**src/rtl/button_conditioner_pkg.sv**
```systemverilog
// Shared constants and types for the push-button front end.
// Pad indices used when wiring buttons to the game logic.
package button_conditioner_pkg;

    localparam int BTN_IDX_LEFT  = 0;
    localparam int BTN_IDX_RIGHT = 1;
    localparam int BTN_IDX_A     = 2;
    localparam int BTN_IDX_B     = 3;
    localparam int N_BTNS        = 4;

    // The state encoding doubles as the debounced level.
    typedef enum logic {
        IDLE = 1'b0,
        HELD = 1'b1
    } btn_state_e;

endpackage

```
**src/rtl/button_conditioner_if.sv**
```systemverilog
// Button bundle between pads, conditioner and game logic.
// Raw pads in; debounced level and edge pulses out.
interface button_conditioner_if
    import button_conditioner_pkg::*;
#(
    parameter int NUM_BTNS = N_BTNS
);

    logic [NUM_BTNS-1:0] BTN_RAW;
    logic [NUM_BTNS-1:0] BTN_LEVEL;
    logic [NUM_BTNS-1:0] BTN_PRESS;
    logic [NUM_BTNS-1:0] BTN_REL;

    modport master (
        output BTN_RAW,
        input  BTN_LEVEL,
        input  BTN_PRESS,
        input  BTN_REL
    );

    modport slave (
        input  BTN_RAW,
        output BTN_LEVEL,
        output BTN_PRESS,
        output BTN_REL
    );

endinterface

```
**src/rtl/button_conditioner_debounce_channel.sv**
```systemverilog
// One button: 2-FF synchroniser, counter debounce, level and pulses.
// A change is accepted only after DEBOUNCE_CYCLES uninterrupted cycles.
module debounce_channel
    import button_conditioner_pkg::*;
#(
    parameter int DEBOUNCE_CYCLES = 200000,
    parameter int CNT_W           = 18,
    parameter bit ACTIVE_LOW      = 1'b0
) (
    input  logic clk,
    input  logic rst_n,
    input  logic raw,
    output logic level,
    output logic press,
    output logic rel
);

    localparam logic [CNT_W-1:0] TERM = CNT_W'(DEBOUNCE_CYCLES - 1);

    logic             s1;
    logic             s2;
    btn_state_e       state;
    btn_state_e       state_nx;
    logic [CNT_W-1:0] cnt;
    logic [CNT_W-1:0] cnt_nx;
    logic             press_nx;
    logic             rel_nx;

    always_ff @(posedge clk or negedge rst_n) begin
        if (!rst_n) begin
            s1    <= 1'b0;
            s2    <= 1'b0;
            state <= IDLE;
            cnt   <= '0;
            press <= 1'b0;
            rel   <= 1'b0;
        end else begin
            s1    <= raw ^ ACTIVE_LOW;
            s2    <= s1;
            state <= state_nx;
            cnt   <= cnt_nx;
            press <= press_nx;
            rel   <= rel_nx;
        end
    end

    // Counter clears whenever s2 agrees with the stable state,
    // so any bounce restarts the count.
    always_comb begin
        state_nx = state;
        cnt_nx   = '0;
        press_nx = 1'b0;
        rel_nx   = 1'b0;
        unique case (state)
            IDLE: begin
                if (s2) begin
                    if (cnt == TERM) begin
                        state_nx = HELD;
                        press_nx = 1'b1;
                    end else begin
                        cnt_nx = cnt + 1'b1;
                    end
                end
            end
            HELD: begin
                if (!s2) begin
                    if (cnt == TERM) begin
                        state_nx = IDLE;
                        rel_nx   = 1'b1;
                    end else begin
                        cnt_nx = cnt + 1'b1;
                    end
                end
            end
            default: state_nx = IDLE;
        endcase
    end

    assign level = (state == HELD);

endmodule

```
**src/rtl/button_conditioner.sv**
```systemverilog
// Push-button conditioner: one independent debounce channel per pad.
// Channels share only clock and reset.
module button_conditioner
    import button_conditioner_pkg::*;
#(
    parameter int NUM_BTNS        = N_BTNS,
    parameter int DEBOUNCE_CYCLES = 200000,
    parameter int CNT_W           = 18,
    parameter bit ACTIVE_LOW      = 1'b0
) (
    input  logic                 CLK,
    input  logic                 RESET_N,
    button_conditioner_if.slave  btn
);

    for (genvar i = 0; i < NUM_BTNS; i++) begin : g_ch
        debounce_channel #(
            .DEBOUNCE_CYCLES (DEBOUNCE_CYCLES),
            .CNT_W           (CNT_W),
            .ACTIVE_LOW      (ACTIVE_LOW)
        ) u_ch (
            .clk   (CLK),
            .rst_n (RESET_N),
            .raw   (btn.BTN_RAW[i]),
            .level (btn.BTN_LEVEL[i]),
            .press (btn.BTN_PRESS[i]),
            .rel   (btn.BTN_REL[i])
        );
    end

endmodule

```
**src/flat_wrapper.sv**
```systemverilog
// flat-port wrapper written by rule: the top's interface ports become plain ports
module button_conditioner_flat import button_conditioner_pkg::*;
#(
    parameter int NUM_BTNS        = N_BTNS,
    parameter int DEBOUNCE_CYCLES = 200000,
    parameter int CNT_W           = 18,
    parameter bit ACTIVE_LOW      = 1'b0
)
  (CLK, RESET_N, btn_BTN_RAW, btn_BTN_LEVEL, btn_BTN_PRESS, btn_BTN_REL);
  button_conditioner_if #(.NUM_BTNS(NUM_BTNS)) btn_i ();
  input  logic CLK;
  input  logic RESET_N;
  input wire logic [$bits(btn_i.BTN_RAW)-1:0] btn_BTN_RAW;
  output wire logic [$bits(btn_i.BTN_LEVEL)-1:0] btn_BTN_LEVEL;
  output wire logic [$bits(btn_i.BTN_PRESS)-1:0] btn_BTN_PRESS;
  output wire logic [$bits(btn_i.BTN_REL)-1:0] btn_BTN_REL;
  assign btn_i.BTN_RAW = btn_BTN_RAW;
  assign btn_BTN_LEVEL = btn_i.BTN_LEVEL;
  assign btn_BTN_PRESS = btn_i.BTN_PRESS;
  assign btn_BTN_REL = btn_i.BTN_REL;
  button_conditioner #(.NUM_BTNS(NUM_BTNS), .DEBOUNCE_CYCLES(DEBOUNCE_CYCLES), .CNT_W(CNT_W), .ACTIVE_LOW(ACTIVE_LOW)) u_core (.CLK(CLK), .RESET_N(RESET_N), .btn(btn_i));
endmodule
```
**config.mk**
```make
export PLATFORM = sky130hd
export DESIGN_NAME = button_conditioner_flat
export DESIGN_NICKNAME = d
export VERILOG_FILES = /design/src/rtl/button_conditioner_pkg.sv /design/src/rtl/button_conditioner_if.sv /design/src/rtl/button_conditioner_debounce_channel.sv /design/src/rtl/button_conditioner.sv /design/src/flat_wrapper.sv
export SDC_FILE = /design/constraint.sdc
export NUM_CORES = 1
export LEC_CHECK = 0
export BUFFER_PORTS_ARGS = -buffer_cell sky130_fd_sc_hd__buf_2
export CAP_MARGIN = 20
export CORE_AREA = 3 3 94 96
export DETAILED_ROUTE_END_ITERATION = 8
export DIE_AREA = 0 0 97 99
export GPL_TIMING_DRIVEN = 1
export PLACE_DENSITY = 0.77
export SLEW_MARGIN = 20
export SYNTH_ARGS = -nofsm -noshare
export SYNTH_HDL_FRONTEND = slang
export SYNTH_SLANG_ARGS = --single-unit
```
**constraint.sdc**
```tcl
create_clock -name CLK -period 2.51 [get_ports CLK]
set_clock_uncertainty 0.2 [all_clocks]
set_input_delay 0.502 -clock CLK [delete_from_list [all_inputs] [get_ports CLK]]
set_output_delay 0.502 -clock CLK [all_outputs]
set_load 0.03 [all_outputs]
```
### Yosys cells after proc, flatten, opt, wreduce, memory -nomap -nowiden

Index checks and enable logic that the tools add are counted.

| word-level totals | value |
|---|---|
| word-level logic and storage cells | 84 |
| flip-flop bits (word level) | 92 |

| operators by class | value |
|---|---|
| bitwise gates (word level) | 4 |
| muxes and demuxes | 48 |
| add/subtract/negate cells | 4 |
| equal/unequal tests | 4 |

Operators by type and width:

| cell | count |
|---|---|
| two-way mux 18 bit | 12 |
| case mux 18 bit (2 select lines) | 4 |
| adder 18 x 1 -> 18 bit, second input constant | 4 |
| equality test 18 bit, second input constant | 4 |
| two-way mux 1 bit | 28 |
| case mux 1 bit (2 select lines) | 4 |
| inverter 1 bit | 4 |

### Depth between registers and ports, before layout

Gate-level depths: netlist (run 1).

| depth | value |
|---|---|
| depth in word-level cells | 4 |
| mapped depth | 7 |
| gate-level depth less buffers | 5 |

### Hierarchy

From an unflattened synthesis (run 1), not the netlist that was laid out.

| unflattened totals | value |
|---|---|
| cells, all modules | 416 |
| area total of the unflattened synthesis | 4549.4 um^2 |

Modules (own cells, without submodules):

| module | area each (um^2) | instances | cells an instance |
|---|---|---|---|
| debounce_channel | 1137.3 | 4 | 104 |

### Worst setup path after synthesis (run 1)

OpenSTA, ideal clock, no wires.

| timing | value |
|---|---|
| path type | register to register |
| start | register u_core.g_ch[0].u_ch.cnt[13] |
| end | register with a tool-made name |
| path buffers | 0 |
| setup slack | 0.456 ns |
| cell stages (with the launch flop) | 5 |
| data arrival time | 1.729 ns |
| clock period less this slack | 2.054 ns |
| path through | dfrtp_1 or4b_1 nor4b_2 nand4_1 mux2_4 |

RTL lines:

| item | line | source |
|---|---|---|
| start, declared | button_conditioner_debounce_channel.sv:24 | `logic [CNT_W-1:0] cnt;` |
| start signal, assigned | button_conditioner_debounce_channel.sv:41 | `cnt <= cnt_nx;` |

### Worst setup path after layout (run 1)

| timing | value |
|---|---|
| start | register u_core.g_ch[0].u_ch.cnt[13] |
| end | register u_core.g_ch[0].u_ch.cnt[4] |

| between the ends | value |
|---|---|
| cells in the longest elaborated chain, start to end | 4 |
| elaborated cells on any way between the ends | 5 |
| those cells by class | 1 x eq/ne; 4 x mux |

Ends and longest elaborated chain:

| item | line | source |
|---|---|---|
| equality test 18 bit (*) | button_conditioner_debounce_channel.sv:57, button_conditioner_debounce_channel.sv:67 |  |
| two-way mux 18 bit (*) | button_conditioner_debounce_channel.sv:57, button_conditioner_debounce_channel.sv:67 |  |
| two-way mux 18 bit, on equally long branches | button_conditioner_debounce_channel.sv:66, button_conditioner_debounce_channel.sv:56 |  |
| case mux 18 bit (2 select lines) (*) | button_conditioner_debounce_channel.sv:54 | `unique case (state)` |
| via u_core.g_ch[0].u_ch.cnt_nx[4] | button_conditioner_debounce_channel.sv:25 | `logic [CNT_W-1:0] cnt_nx;` |

The timed path passes the listed nets; every way through them passes the cells marked *.

==> results of run 1 <==
## area by class of cell
class                           instances  share of cell area
Clock buffer                           12              0.0288
Clock inverter                          4             0.00719
Inverter                                9             0.00719
Multi-Input combinational cell        292               0.403
Sequential cell                        92               0.490
Tap cell                              105              0.0280
Timing Repair Buffer                   26              0.0362
## sequential cells by signal (all words and copies together), names as in the netlist, named ones only
signal                  flops
u_core.g_ch.u_ch.s1         4
u_core.g_ch.u_ch.press      4
u_core.g_ch.u_ch.rel        4
u_core.g_ch.u_ch.s2         4
u_core.g_ch.u_ch.cnt       72
## critical path, stage by stage, from the launching register on
cell	delay, ns
dfrtp_1	0.44
or4b_1	0.55
nor4b_2	0.31
a41o_1	0.27
buf_4	0.22
nor2_1	0.07
## synthesized netlist by cell type (3+ instances only)
library cell  number  area (um2)
a21oi_1            7        35.0
and2_1             4        25.0
and4_1             5        43.8
buf_4             13        97.6
clkbuf_1           5        18.8
dfrtp_1           92        2300
ha_1               4        50.1
inv_1              9        33.8
mux2_2             3        33.8
nand2_1           17        63.8
nand3_1           23         115
nand4_1           27         169
nor2_1            68         255
nor3_1            11        55.1
nor3b_1            8        60.1
nor4_1            17         106
nor4b_1            3        26.3
nor4bb_1           3        30.0
o21ai_0            3        15.0
or3_1              4        25.0
xnor2_1           40         350
xor2_1            21         184
## cells by family after synthesis
logic type / share of synthesized area
and+or+nand+nor: 0.259
DFF: 0.526
adders and majority gates: 0.0114
muxes: 0.0111
AOI/OAI and AO/OA: 0.0277
xor gates and xnor gates: 0.122
buffers and inverters: 0.0426
## metrics by stage
step	power, mW	utilization
final	2.49	0.577
after global routing	2.61	0.577
after CTS	2.53	0.577
after detailed placement	1.65	0.555
after global placement	1.65	0.555
after floorplan	1.60	-
## routing by layer
layer / GRT usage / share of wire
met1: 0.211 / 0.46
met2: 0.264 / 0.47
met3: 0.0545 / 0.049
met4: 0.0508 / 0.012
met5: 0 / 0.0017
## worst min path at each step
stage / from / end / slack, ns / depth (start not counted)
floorplan: RESET_N / async pin / 0.006 / 0
global placement: u_core.g_ch[1].u_ch.s1$_DFF_PN0_ / u_core.g_ch[1].u_ch.s2$_DFF_PN0_ / 0.13 / 0
detailed placement: u_core.g_ch[3].u_ch.s1$_DFF_PN0_ / u_core.g_ch[3].u_ch.s2$_DFF_PN0_ / 0.13 / 0
CTS: btn_BTN_RAW[2] / u_core.g_ch[2].u_ch.s1$_DFF_PN0_ / 0.03 / 1
global route: btn_BTN_RAW[0] / u_core.g_ch[0].u_ch.s1$_DFF_PN0_ / 0.02 / 1
finish: btn_BTN_RAW[2] / u_core.g_ch[2].u_ch.s1$_DFF_PN0_ / 0.04 / 1
## power breakdown
part | switching (mW) | leakage [nW] | internal (mW)
combinational | 0.0606 | 0.590 | 0.0340
clock | 0.503 | 0.0816 | 0.370
sequential | 0.0241 | 1.26 | 1.50
total | 0.588 | 1.93 | 1.91
## what timing repair did
action                    CTS  global route
buffers inserted            0             0
hold buffers                1             0
hold endpoints to repair   18             0
==> results.txt, run 1 <==
die extent in x -> 97 um
Post-layout nets -> 440
commonest cells after routing, fill and taps aside -> dfrtp_1, nor2_1, xnor2_1
Ys Warns -> 0
initial core utilization -> 0.538
core area -> 8130 um2
first-pass GRT wire length -> 13000 um
Arr. time, crit path -> 2.23 ns
fin. max-slew vios -> 0
mean area per synthesized cell -> 10.5 um2
commonest non-fill, non-tap cell in the layout -> dfrtp_1
PnR worst setup slack -> 0.327 ns
drc violations -> 0
RSZ-0062 raised after global routing -> no
Diodes inserted -> 0
Post-Syn Area -> 4380 um2
cts repair resizes -> 0
H-tree Lvls -> 3
pwr/cell area -> 531 nW/um2
TritonCTS Buffers -> 9
total I/O pin count -> 18
crit path to -> u_core.g_ch[0].u_ch.cnt[4]$_DFF_PN0_
Post-DP Area -> 4520 um2
# port buffers -> 17
startpoint types -> flip-flop
num rows -> 33
Finished Layout Cells -> 540
Area growth, synth to finish -> 7.26%
Synth cell types -> 44
critical path peak fanout -> 15
Seq cells post-synth -> 92
vias in the first global route -> 2853
vias per std cell -> 5.66
die area -> 9600 um2
CP endpoint kind -> flip-flop
Post-synth EDFFs -> 0
Worst-Margin Slew -> 0.474 ns
Die Height -> 99 um
DRT iter0 DRCs -> 146
global placement routability congestion -> 0.936
Clock Sink Count -> 92
relative slew slack -> 0.679
largest net degree at the start of global routing -> 47
Remaining Overflow, GRT -> 0
Synth Instances -> 416
VDD IR max -> 419 uV
R2R cell count -> 5
post-placement cell count -> 523
CP Class -> flip-flop to flip-flop
Hold Path Class -> input pin to flip-flop
register area share after synthesis -> 0.526
final hold slack -> 0.0413 ns
Clock Path Buffers -> 2
wire per inst -> 14.1 um
highest clock rate -> 0.458 GHz
max cap viols -> 0
ys async rst share -> 1.00
DR pass1 iterations -> 5
Total GRT Usage -> 0.164
status -> finished, final reports clean
clock latency on the worst-skew pair -> 0.36 ns
critical path data required time -> 2.56 ns
Syn Nets -> 426
r2r setup slk -> 0.33 ns
Post-DRT Antenna Nets -> 0
clock-pin transition on the worst setup and hold timing paths -> 0.09 ns
Main synth FF type -> dfrtp_1
post-route cell area -> 4700 um2
CTS Root Cell -> clkbuf_8
final setup fails -> 0
RR Endpoint -> u_core.g_ch[0].u_ch.cnt[4]$_DFF_PN0_
Leak Pwr -> 1.93 nW
origin of the worst setup path -> u_core.g_ch[0].u_ch.cnt[13]$_DFF_PN0_
pre-CTS setup slack -> 0.345 ns
Setup TNS -> 0 ns
Reg area -> 2300 um2
area of the multi-input gates -> 1890 um2
fillers -> 677
fin crit period -> 2.18 ns
initial antenna violation count -> 1
final period utilization -> 0.870
WL final -> 7590 um
share of cells above drive strength 1 -> 0.124
endpoints failing hold -> 0
reg2reg start -> u_core.g_ch[0].u_ch.cnt[13]$_DFF_PN0_
DP Wirelength -> 5400 um
CTS tree -> built
vias -> 3058
(Power assumes the default switching activity.)
==> run 2: changes to the inputs <==
- HOLD_SLACK_MARGIN: unset -> 0.15
- REMOVE_ABC_BUFFERS: unset -> 1
- SKIP_LAST_GASP: unset -> 1
==> results.txt, run 2 (synthesis results as in run 1) <==
DR pass1 iterations -> 4
Arr. time, crit path -> 2.21 ns
Worst-Margin Slew -> 0.605 ns
status -> finished, final reports clean
Die Height -> 99 um
Post-DRT Antenna Nets -> 0
DRT iter0 DRCs -> 110
Psw -> 0.604 mW
total I/O pin count -> 18
vias per std cell -> 5.65
clock-pin transition on the worst setup and hold timing paths -> 0.09 ns
post-route cell area -> 4780 um2
Diodes inserted -> 0
CTS tree -> built
initial antenna violation count -> 0
Final Power -> 2.73 mW
met3 track demand over resource -> 0.0425
Clock Path Buffers -> 2
R2R cell count -> 4
drc violations -> 0
die area -> 9600 um2
wire per inst -> 14.5 um
H-tree Lvls -> 3
pwr/cell area -> 571 nW/um2
CP endpoint kind -> flip-flop
Leak Pwr -> 1.97 nW
commonest non-fill, non-tap cell in the layout -> dfrtp_1
Hold Path Class -> flip-flop to flip-flop
Reg with most FFs -> u_core.g_ch.u_ch.cnt
origin of the worst setup path -> u_core.g_ch[0].u_ch.cnt[13]$_DFF_PN0_
CTS Hold Bufs -> 5
largest net degree at the start of global routing -> 48
first-pass GRT wire length -> 13800 um
Setup TNS -> 0 ns
highest clock rate -> 0.463 GHz
RSZ-0062 raised after global routing -> no
vias -> 3069
fin. max-slew vios -> 0
final setup fails -> 0
# port buffers -> 17
clock latency on the worst-skew pair -> 0.36 ns
Remaining Overflow, GRT -> 0
Clock Sink Count -> 92
post-CTS setup buffer count -> 0
max cap viols -> 0
M1 GR Usage -> 0.219
sequential share of power -> 0.559
Power Internal -> 2.13 mW
final period utilization -> 0.861
Clk pwr share -> 0.404
relative slew slack -> 0.596
critical path peak fanout -> 6
Hold Path Stages -> 0
switching share of power -> 0.221
endpoints failing hold -> 0
cts repair resizes -> 0
Area growth, synth to finish -> 9.26%
startpoint types -> flip-flop
TritonCTS Buffers -> 9
share of cells above drive strength 1 -> 0.128
combinational share of power -> 0.037
WL final -> 7880 um
initial core utilization -> 0.538
busiest grt layer -> met2
CTS Root Cell -> clkbuf_8
Post-layout nets -> 443
reg2reg start -> u_core.g_ch[0].u_ch.cnt[13]$_DFF_PN0_
commonest cells after routing, fill and taps aside -> dfrtp_1, nor2_1, xnor2_1
core area -> 8130 um2
Largest register FFs -> 72
vias in the first global route -> 3085
die extent in x -> 97 um
CP Class -> flip-flop to flip-flop
global placement routability congestion -> 0.885
fin crit period -> 2.16 ns
hold path start -> u_core.g_ch[2].u_ch.s1$_DFF_PN0_
met2 Use GR -> 0.296
Post-DP Area -> 4510 um2
num rows -> 33
DP Wirelength -> 5250 um
Total GRT Usage -> 0.175
VDD IR max -> 458 uV
critical path data required time -> 2.56 ns
run 2: cell count changes in the layout (fill, tap and decap cells not counted):
cell and change:
inv_6 -1, clkbuf_1 -3, dlygate4sd3_1 +4, clkinv_2 +2, buf_4 -1, clkinv_4 -1, clkbuf_8 +1, bufinv_16 +2
run 2: final timing paths:
kind	to	slack, ns
max	flip-flop	0.35
min	u_core.g_ch[2].u_ch.s2$_DFF_PN0_	0.15
max reg2reg	flip-flop	0.35
min reg2reg	u_core.g_ch[2].u_ch.s2$_DFF_PN0_	0.15
max in group asynchronous	u_core.g_ch[2].u_ch.press$_DFF_PN0_	1.02
min in group asynchronous	u_core.g_ch[3].u_ch.cnt[7]$_DFF_PN0_	0.47
run 2: critical path, cell delays in order, from the launching register on:
cell	delay [ns]
dfrtp_1	0.45
or4b_1	0.55
nor4b_2	0.31
nand4_1	0.20
mux2_4	0.34
run 2: final cells by class:
cell class,instances,area (um2)
fillers,683,3350
clock inverters,6,86.3
inverters,9,33.8
well taps,105,131
clock buffers,10,138
repair buffers,29,203
multi-input cells,292,1890
flip-flops and latches,92,2300
run 2: power by group through the flow:
stage	Combinational, mW	Sequential, mW	Clock (mW)
after floorplan	0.0411	1.55	0
after global placement	0.0932	1.55	0
after detailed placement	0.0975	1.56	0
after CTS	0.103	1.53	1.13
after global routing	0.115	1.53	1.20
final	0.101	1.53	1.10
run 2: through the flow:
stage	cells	hold WS [ns]	setup slack (ns)	utilization
2_1_floorplan	393	0.00641	0.397	-
3_3_place_gp	522	0.133	0.402	0.555
3_5_place_dp	522	0.140	0.356	0.555
4_1_cts	543	0.159	0.336	0.588
5_1_grt	543	0.158	0.231	0.588
6_report	543	0.154	0.350	0.588
run 2: metal layers:
| metal | routed length, um | share of wire |
|---|---|---|
| met5 | 0 | 0 |
| met4 | 137 | 0.017 |
| met3 | 242 | 0.031 |
| met2 | 3870 | 0.49 |
| met1 | 3630 | 0.46 |
